File: src/rtl/div_seq.sv
// Sequential signed/unsigned integer divider with start/done handshake and a sign-fix stage.
// Optional macro DIV_RADIX4_EN retires two quotient bits per clock instead of one.
module div_seq #(
  parameter int DSZ = 32
) (
  input  logic           clk,
  input  logic           rst,
  input  logic           start,
  input  logic           sgn,
  input  logic [DSZ-1:0] x,
  input  logic [DSZ-1:0] y,
  output logic           busy,
  output logic           done,
  output logic           dbz,
  output logic [DSZ-1:0] q,
  output logic [DSZ-1:0] r
);

  localparam int CW = $clog2(DSZ);
`ifdef DIV_RADIX4_EN
  localparam logic [CW-1:0] CNT_INIT = CW'(DSZ / 2 - 1);
`else
  localparam logic [CW-1:0] CNT_INIT = CW'(DSZ - 1);
`endif

  typedef enum logic [1:0] {IDLE, CALC, FIX} state_t;

  state_t         state_reg;
  logic [DSZ-1:0] rem_reg;
  logic [DSZ-1:0] quo_reg;
  logic [DSZ-1:0] ymag_reg;
  logic [DSZ-1:0] x_reg;
  logic           neg_q_reg;
  logic           neg_r_reg;
  logic           zero_div_reg;
  logic [CW-1:0]  cnt_reg;

  logic [DSZ-1:0] x_mag;
  logic [DSZ-1:0] y_mag;
  logic [DSZ-1:0] rem_next;
  logic [DSZ-1:0] quo_next;

  // The restored remainder is always below the divisor, so only the shifted
  // compare needs the extra bit; the stored remainder stays DSZ wide.
  function automatic logic [2*DSZ-1:0] restore_step(
    input logic [DSZ-1:0] rem_in,
    input logic [DSZ-1:0] quo_in,
    input logic [DSZ-1:0] d
  );
    logic [DSZ:0] sh;
    sh = {rem_in, quo_in[DSZ-1]};
    if (sh >= {1'b0, d})
      return {DSZ'(sh - {1'b0, d}), quo_in[DSZ-2:0], 1'b1};
    else
      return {sh[DSZ-1:0], quo_in[DSZ-2:0], 1'b0};
  endfunction

  always_comb begin
    x_mag = (sgn && x[DSZ-1]) ? -x : x;
    y_mag = (sgn && y[DSZ-1]) ? -y : y;
  end

`ifdef DIV_RADIX4_EN
  logic [2*DSZ-1:0] step1;
  logic [2*DSZ-1:0] step2;

  always_comb begin
    step1    = restore_step(rem_reg, quo_reg, ymag_reg);
    step2    = restore_step(step1[2*DSZ-1:DSZ], step1[DSZ-1:0], ymag_reg);
    rem_next = step2[2*DSZ-1:DSZ];
    quo_next = step2[DSZ-1:0];
  end
`else
  logic [2*DSZ-1:0] step1;

  always_comb begin
    step1    = restore_step(rem_reg, quo_reg, ymag_reg);
    rem_next = step1[2*DSZ-1:DSZ];
    quo_next = step1[DSZ-1:0];
  end
`endif

  always_ff @(posedge clk) begin
    if (rst) begin
      state_reg    <= IDLE;
      busy         <= 1'b0;
      done         <= 1'b0;
      dbz          <= 1'b0;
      q            <= '0;
      r            <= '0;
      rem_reg      <= '0;
      quo_reg      <= '0;
      ymag_reg     <= '0;
      x_reg        <= '0;
      neg_q_reg    <= 1'b0;
      neg_r_reg    <= 1'b0;
      zero_div_reg <= 1'b0;
      cnt_reg      <= '0;
    end else begin
      done <= 1'b0;
      case (state_reg)
        IDLE: begin
          if (start) begin
            busy  <= 1'b1;
            x_reg <= x;
            if (y == '0) begin
              zero_div_reg <= 1'b1;
              state_reg    <= FIX;
            end else begin
              zero_div_reg <= 1'b0;
              rem_reg      <= '0;
              quo_reg      <= x_mag;
              ymag_reg     <= y_mag;
              neg_q_reg    <= sgn & (x[DSZ-1] ^ y[DSZ-1]);
              neg_r_reg    <= sgn & x[DSZ-1];
              cnt_reg      <= CNT_INIT;
              state_reg    <= CALC;
            end
          end
        end
        CALC: begin
          rem_reg <= rem_next;
          quo_reg <= quo_next;
          cnt_reg <= cnt_reg - CW'(1);
          if (cnt_reg == '0)
            state_reg <= FIX;
        end
        FIX: begin
          done      <= 1'b1;
          busy      <= 1'b0;
          state_reg <= IDLE;
          if (zero_div_reg) begin
            dbz <= 1'b1;
            q   <= '1;
            r   <= x_reg;
          end else begin
            // Negating zero gives zero, so no extra guard is needed here.
            dbz <= 1'b0;
            q   <= neg_q_reg ? -quo_reg : quo_reg;
            r   <= neg_r_reg ? -rem_reg : rem_reg;
          end
        end
        default: state_reg <= IDLE;
      endcase
    end
  end

endmodule

File: config.mk
export PLATFORM = sky130hd
export DESIGN_NAME = div_seq
export DESIGN_NICKNAME = d
export VERILOG_FILES = /design/src/rtl/div_seq.sv
export SDC_FILE = /design/constraint.sdc
export NUM_CORES = 1
export LEC_CHECK = 0
export CAP_MARGIN = 20
export CORE_ASPECT_RATIO = 0.5
export CORE_UTILIZATION = 62
export DETAILED_ROUTE_END_ITERATION = 12
export PLACE_DENSITY_LB_ADDON = 0.12
export SYNTH_ARGS = -nofsm -noshare
export SYNTH_HDL_FRONTEND = slang
export SYNTH_SLANG_ARGS = --single-unit
File: constraint.sdc
create_clock -name clk -period 5 [get_ports clk]
set_input_delay 1 -clock clk [delete_from_list [all_inputs] [get_ports clk]]
set_output_delay 1 -clock clk [all_outputs]
set_load 0.05 [all_outputs]
# After elaboration in Yosys (flattened, before gate mapping)
# Cells that the tools add are included.
# classes
add_sub_neg	6
order_cmp	1
n_eq_ne	5
n_mux	25
bitwise	4
n_reduce_logical	12
# op_table
cell	n
32-bit 2-to-1 mux	10
32-bit negation	4
32-bit case mux with 2 select lines	2
64-bit 2-to-1 mux	1
33-bit by 32-bit greater-or-equal comparator with 1-bit output	1
32-bit zero test	1
32-bit subtractor	1
5-bit 2-to-1 mux	2
5-bit case mux with 2 select lines	1
2-bit 2-to-1 mux	3
2-bit != test (second input constant)	3
2-bit AND reduction	3
3-bit AND reduction	2
5-bit zero test	1
5-bit by 1-bit subtractor with 5-bit output (second input constant)	1
1-bit 2-to-1 mux	4
2-bit case mux with 2 select lines	1
2-bit nonzero test	2
1-bit bitwise AND	2
2-bit by 1-bit == test with 1-bit output (second input constant)	1
2-bit == test (second input constant)	1
1-bit logical AND	2
2-bit zero test	1
1-bit case mux with 2 select lines	1
2 further kinds	2
# word_totals
regBits	205
input_bits	68
out_inout_bits	67
elab_cells	67

# Longest topological paths before layout
# logic_depth
depth_word	5
mapped_depth	13
mapped_depth_nobuf	12

# Least setup slack after synthesis
# OpenSTA, ideal clock, no wires.
# synth_path
path_kind	input-to-reg
start	input y[6]
end	register quo_reg[0]
arrival_ps	2912
t_required_ps	4872
setup_slack_ps	1961
path_stages	9
path_cell_list	or4_4 nor4_4 and4b_1 nand2_1 nor4_4 nor2_1 buf_2 a222oi_1 nor2_1
# synth_via
elab_chain_cells	3
# synth_rtl
element	line_no	source
start: declaration	11	input logic [DSZ-1:0] y,
32-bit zero test	106	if (y == '0) begin
2-bit != test (no line)	--	
3-bit AND reduction (no line)	--	
end signal: assignment	112	quo_reg <= x_mag;
end signal: assignment	123	quo_reg <= quo_next;
end: declaration	30	logic [DSZ-1:0] quo_reg;
# No other way between the ends.
# A chain may end at the register's enable or synchronous reset.

# Worst setup path after layout
# layout_path
start	input y[2]
end	register ymag_reg[7]
# layout_via
elab_chain_cells	3
word_cells_on_any_way	5
cone_classes	add/sub: 1; mux: 1; bitwise: 1; reduce/logical: 2
# layout_rtl
element	line_no	source
branches (longest 3 deep; another with 32-bit negation)	--	
end signal: assignment	113	ymag_reg <= y_mag;
end: declaration	31	logic [DSZ-1:0] ymag_reg;
# Several ways; the timed one is not identified.

==> results.ini <==
[status]
status = finished, final reports clean

[sta]
hold_viol = 0
grt_setup_unrepaired = no
timing.final.max_slew_violations = 0
tightestPinTransition_ps = 1020
holdWs_ps = 456
worst_slew_margin_rel_pct = 32.2
max_freq_ghz = 0.265
setup_viol = 0
finalSetupTns_ps = 0
finalClockSkew_ps = 31.3
final.min_clock_period_ps = 3780
final_min_period_over_clock_period_pct = 75.5

[floorplanning]
die_area_um2 = 20600
die_h_um = 102
design.portCount = 135
num_rows = 36
initial_core_util_pct = 63.5
fp.dieW_um = 202
floorplan.core_area_um2 = 19500

[grt]
grt.total_usage_pct = 32.8
grt_pass1_vias = 10900
wire_length_of_the_first_global_routing_pass_mm = 54.6
antenna_found_initial = 1
globalRoute.totalOverflow = 0
grt_max_degree = 78

[route]
num_vias = 12100
drt-pass1-iter-count = 7
antenna_violating_nets_post_route = 0
dr.first_iter.drc_count = 952
wl_per_cell_um = 17.7
drt_drc_violations_left = 0
route.detailed.vias_per_inst = 6.10
routed_wirelength_mm = 35.0

[logic_synthesis]
post_synth_num_cell_types = 73
mappedNetlistArea_um2 = 12400
mean_area_per_synthesized_cell_um2 = 7.57
netlist_instances = 1635
synth_sequential_area_ratio_pct = 33.1
synth-seq-cells = 205
synthFlopType = dfxtp_1
async_flop_share_pct = 0
synth-edff-count = 0
synth_fp_nets = 1742
number_of_warning_messages_in_the_yosys_log = 0

[critical_path]
r2r_setup_slack_ps = 1310
cp-start-kind = input port
worst-endpoint-required_ps = 5400
worst-setup-path-type = input port to flip-flop
cp_endpoint_kind = flip-flop
cp.arrival_ps = 4180
worst-path-max-fanout = 41

[clock_network]
clock_sinks = 205
cts.repair_timing.setup_buffer_count = 0
cts_htree_levels = 1
clk_root_buffer_cell = clkbuf_16
clock_insertion_delay_worst_skew_ps = 520
cts_tree = done
cts_hold_buf = 0
cts.reportedPaths.clkPinSlew_ps = 60
cts_repair_resize_count = 0
cts_inserted_buffers = 20
cts.path.max_buffers = 3

[worst_hold_path]
worst_hold_path_type = flip-flop to flip-flop

[power]
p_seq_share_pct = 41.2
internal_power_mw = 3.09
power_density_nw_per_um2 = 312
power.combinational.fraction_pct = 24.0
pleak_nw = 5.45
ir_drop_uv = 294
power_switching_share_pct = 31.6
power.clock.fraction_pct = 34.8
total_switching_power_mw = 1.43

[cells_and_area]
ratio_of_cells_with_drive_above_1_in_the_final_layout_pct = 4.20
num-nets-final = 1809
antenna_cells = 0
growth_of_design_area_from_synthesis_to_finish_pct = 16.7
layout.cells.non_filler = 1981
layout.filler_cells = 1526

[placement]
placed_instances = 1946
dp.final_hpwl_mm = 25.6
portBuffers = 134
globalplace.congestion = 0.919

[job]
drv.max_cap_violation_count = 0

-- cell type report --
| cell class | count | area [µm²] | share of cell area, % |
|---|---|---|---|
| clock inverters | 5 | 86.3 | 0.598 |
| well taps | 266 | 333 | 2.30 |
| clock buffers | 30 | 588 | 4.07 |
| repair buffers | 151 | 1480 | 10.2 |
| inverters | 60 | 225 | 1.56 |
| flip-flops and latches | 205 | 4110 | 28.4 |
| multi-input cells | 1264 | 7630 | 52.8 |
-- cell families (layout without fill, tap and decap cells) --
logic type	after synthesis	count (layout)	synth area share, %
flops	205	205	33.1
fa+ha+maj	39	39	4.00
buf+inv	166	246	5.46
simple gates	589	589	21.5
compound gates	472	472	24.1
xor+xnor	144	144	10.2
mux	20	20	1.62
-- critical path, cell delays in order --
cell             delay, ps
clkdlybuf4s50_1        470
or3_1                  460
nor3b_2                400
and4b_1                430
nand2_1                140
nor4_4                 250
or2b_2                 290
buf_4                  380
nor2_1                  90
a211oi_1               250
-- power by group through the flow --
stage                     Sequential [mW]  Combinational, mW  Clock (mW)
final                                1.86               1.08        1.57
after global routing                 1.87               1.18        1.65
after detailed placement             1.89               1.06           0
after global placement               1.88               1.04           0
after CTS                            1.85               1.07        1.57
after floorplan                      1.93              0.712           0
-- path summary, 6_finish.rpt --
check	to	start	cells past startpoint
min	ymag_reg[31]	ymag_reg[31]	2
max	ymag_reg[7]	y[2]	10
min reg2reg	ymag_reg[31]	ymag_reg[31]	2
max reg2reg	rem_reg[29]	rem_reg[13]	9
-- synthesized netlist by cell type (all sizes together), types with 3 or more instances --
master	number	share of area (%)
o22ai	29	1.5
o21ai	98	4.0
nor4	22	1.5
o21a	5	0.30
a21oi	157	6.4
a31oi	11	0.56
and2	12	0.61
xnor2	74	5.2
nand4	6	0.30
dfxtp	205	33
ha	38	3.8
mux2i	20	1.6
inv	60	1.8
a211oi	44	2.7
a32oi	3	0.21
o21bai	6	0.36
o41ai	13	1.0
a221o	10	0.81
nor2	151	4.6
a2111oi	3	0.36
xor2	70	5.0
nor3b	4	0.32
o31ai	31	1.9
and3	7	0.35
nor2b	10	0.51
buf	24	1.1
a311oi	7	0.50
o211ai	19	1.2
nor3	31	1.3
nand3	22	0.89
or3	6	0.30
nand2b	9	0.45
clkbuf	82	2.5
nand2	281	8.5
or4	13	0.85
a21o	15	0.91
nand3b	5	0.30
-- per-stage QoR --
stage	power, mW	worst slack [ps]	util, %	instance area [µm²]
after floorplan	2.64	1960	-	12400
after global placement	2.92	928	70.6	13800
after detailed placement	2.95	776	70.6	13800
after CTS	4.50	1280	74.1	14400
after global routing	4.70	1000	74.1	14400
final	4.51	1220	74.1	14400
-- routing by layer --
layer	up-vias	global-route usage (%)	routed length (µm)
li1	5891	-	-
met1	5639	44.6	15600
met2	489	54.5	15800
met3	58	5.45	2920
met4	0	8.97	705
met5	-	0	0
-- placed cells by master, fill, tap and decap left out, types with 7 or more instances in the layout --
cell / count
nand2_1: 281
dfxtp_1: 204
a21oi_1: 156
nor2_1: 149
clkdlybuf4s50_1: 133
o21ai_0: 98
xnor2_1: 74
xor2_1: 70
inv_1: 60
a211oi_1: 44
ha_1: 38
nor3_1: 31
o31ai_1: 30
o22ai_1: 29
nand3_1: 22
mux2i_1: 20
clkbuf_16: 20
o211ai_1: 19
nor4_1: 17
buf_4: 17
a21o_1: 15
and2_1: 12
or4_1: 11
a31oi_1: 11
o41ai_1: 11
a221o_1: 10
nand2b_1: 9
nor2b_1: 9
and3_1: 7
No activity file was read; power rests on OpenSTA's default activity.
==> RTL change, RTL diff (config.mk and constraints unchanged) <==
`DSZ`: 32 -> 16.
--- a/src/rtl/div_seq.sv
+++ b/src/rtl/div_seq.sv
@@ -1,7 +1,7 @@
 // Sequential signed/unsigned integer divider with start/done handshake and a sign-fix stage.
 // Optional macro DIV_RADIX4_EN retires two quotient bits per clock instead of one.
 module div_seq #(
-  parameter int DSZ = 32
+  parameter int DSZ = 16
 ) (
   input  logic           clk,
   input  logic           rst,
Ports: changed (resized q, r, x and y); port bits go from 135 to 71. The function was not compared with the original's and may differ.
==> RTL change against the original RTL <==
Hold slack about the same; wire length down 56%; setup slack better by 360 ps; count of clock-buffer cells in the layout fell by 19; sequential cell count down 97; area after synthesis shrank 50%; final area fell by 50%; combinational power fell by 33%; synthesized cell count down 51%; power down 47%; largest cell class unchanged; highest routed layer unchanged.
==> RTL change: results (changes against the original RTL) <==
- DR vias: 5756 (-52%)
- Slowest stage cell, crit path: nor4_1
- Hold_ws: 456 ps (-0.0130 ps)
- Initial antenna violation count: 0 (-1)
- Sequential share of cell area: 30.2% (+1.7 points)
- Area of all sequential standard cells: 0.00216 sq mm (-47%)
- Multi-input gate count: 599 (-53%)
- Vias in the first global route: 5052 (-54%)
- DRT Pass-1 Iters: 5 (-2)
- Clkbuf count: 11 (-63%)
- Register area share after synthesis: 35.1% (+2.0 points)
- Non-clock inverters: 40 (-33%)
- Status: complete, no violations
- Placement Setup Slack: 1280 ps (+507 ps)
- Final wirelength: 15400 um (-56%)
- Routability cong.: 0.914 (-0.47%)
- Signal buffers: 79 (-48%)
- Largest net degree at the start of global routing: 51 (-35%)
- Clock Tree Buf Depth: 2 (-1)
- Gate power share: 30.4% (+6.4 points)
- Core Util, Final: 75.2% (+1.1 points)
- Clk_lat worst skew: 350 ps (-170 ps)
- Layout cells sized above 1: 4.04% (-0.16 points)
- Multi-input logic area: 0.00365 sq mm (-52%)
- Peak VDD IR: 0.188 mV (-36%)
- DPL Wire Length: 11500 um (-55%)
- Clock-cell share: 3.89% (-0.78 points)
- Synth cell count leaders: 133 x nand2_1, 108 x dfxtp_1, 68 x nor2_1
- Flop-to-flop setup slack: 1950 ps (+640 ps)
- Cell leakage power: 2.77 nW (-49%)
[RTL change: changes by cell type after synthesis, moves of 20 or more]
cell,before,now
a21oi_1,156,67
xnor2_1,74,39
a211oi_1,44,19
inv_1,60,40
o21ai_0,98,48
xor2_1,70,30
nand2_1,281,133
clkbuf_1,81,34
nor2_1,150,68
dfxtp_1,205,108
[RTL change: logic make-up after synthesis]
logic type      Yosys count  share of synthesized area [%]
fa+ha+maj                22                           4.59
mux                      14                           2.28
xor+xnor                 69                           9.82
simple gates            283                           20.5
compound gates          211                           22.0
flops                   108                           35.1
buf+inv                  87                           5.67
[RTL change: final timing paths]
path,depth (start not counted),endpoint,startpoint
setup / recovery,8,quo_reg[5],y[6]
hold / removal,2,dbz,dbz
setup reg to reg,11,rem_reg[14],quo_reg[15]
hold reg to reg,2,dbz,dbz
[RTL change: routing by layer]
metal	global-route usage, %	up-vias	share of wire, %
li1	-	2863	-
met1	43.3	2687	47
met2	49.6	187	46
met3	4.62	19	6.4
met4	6.93	0	1.1
met5	0	-	0
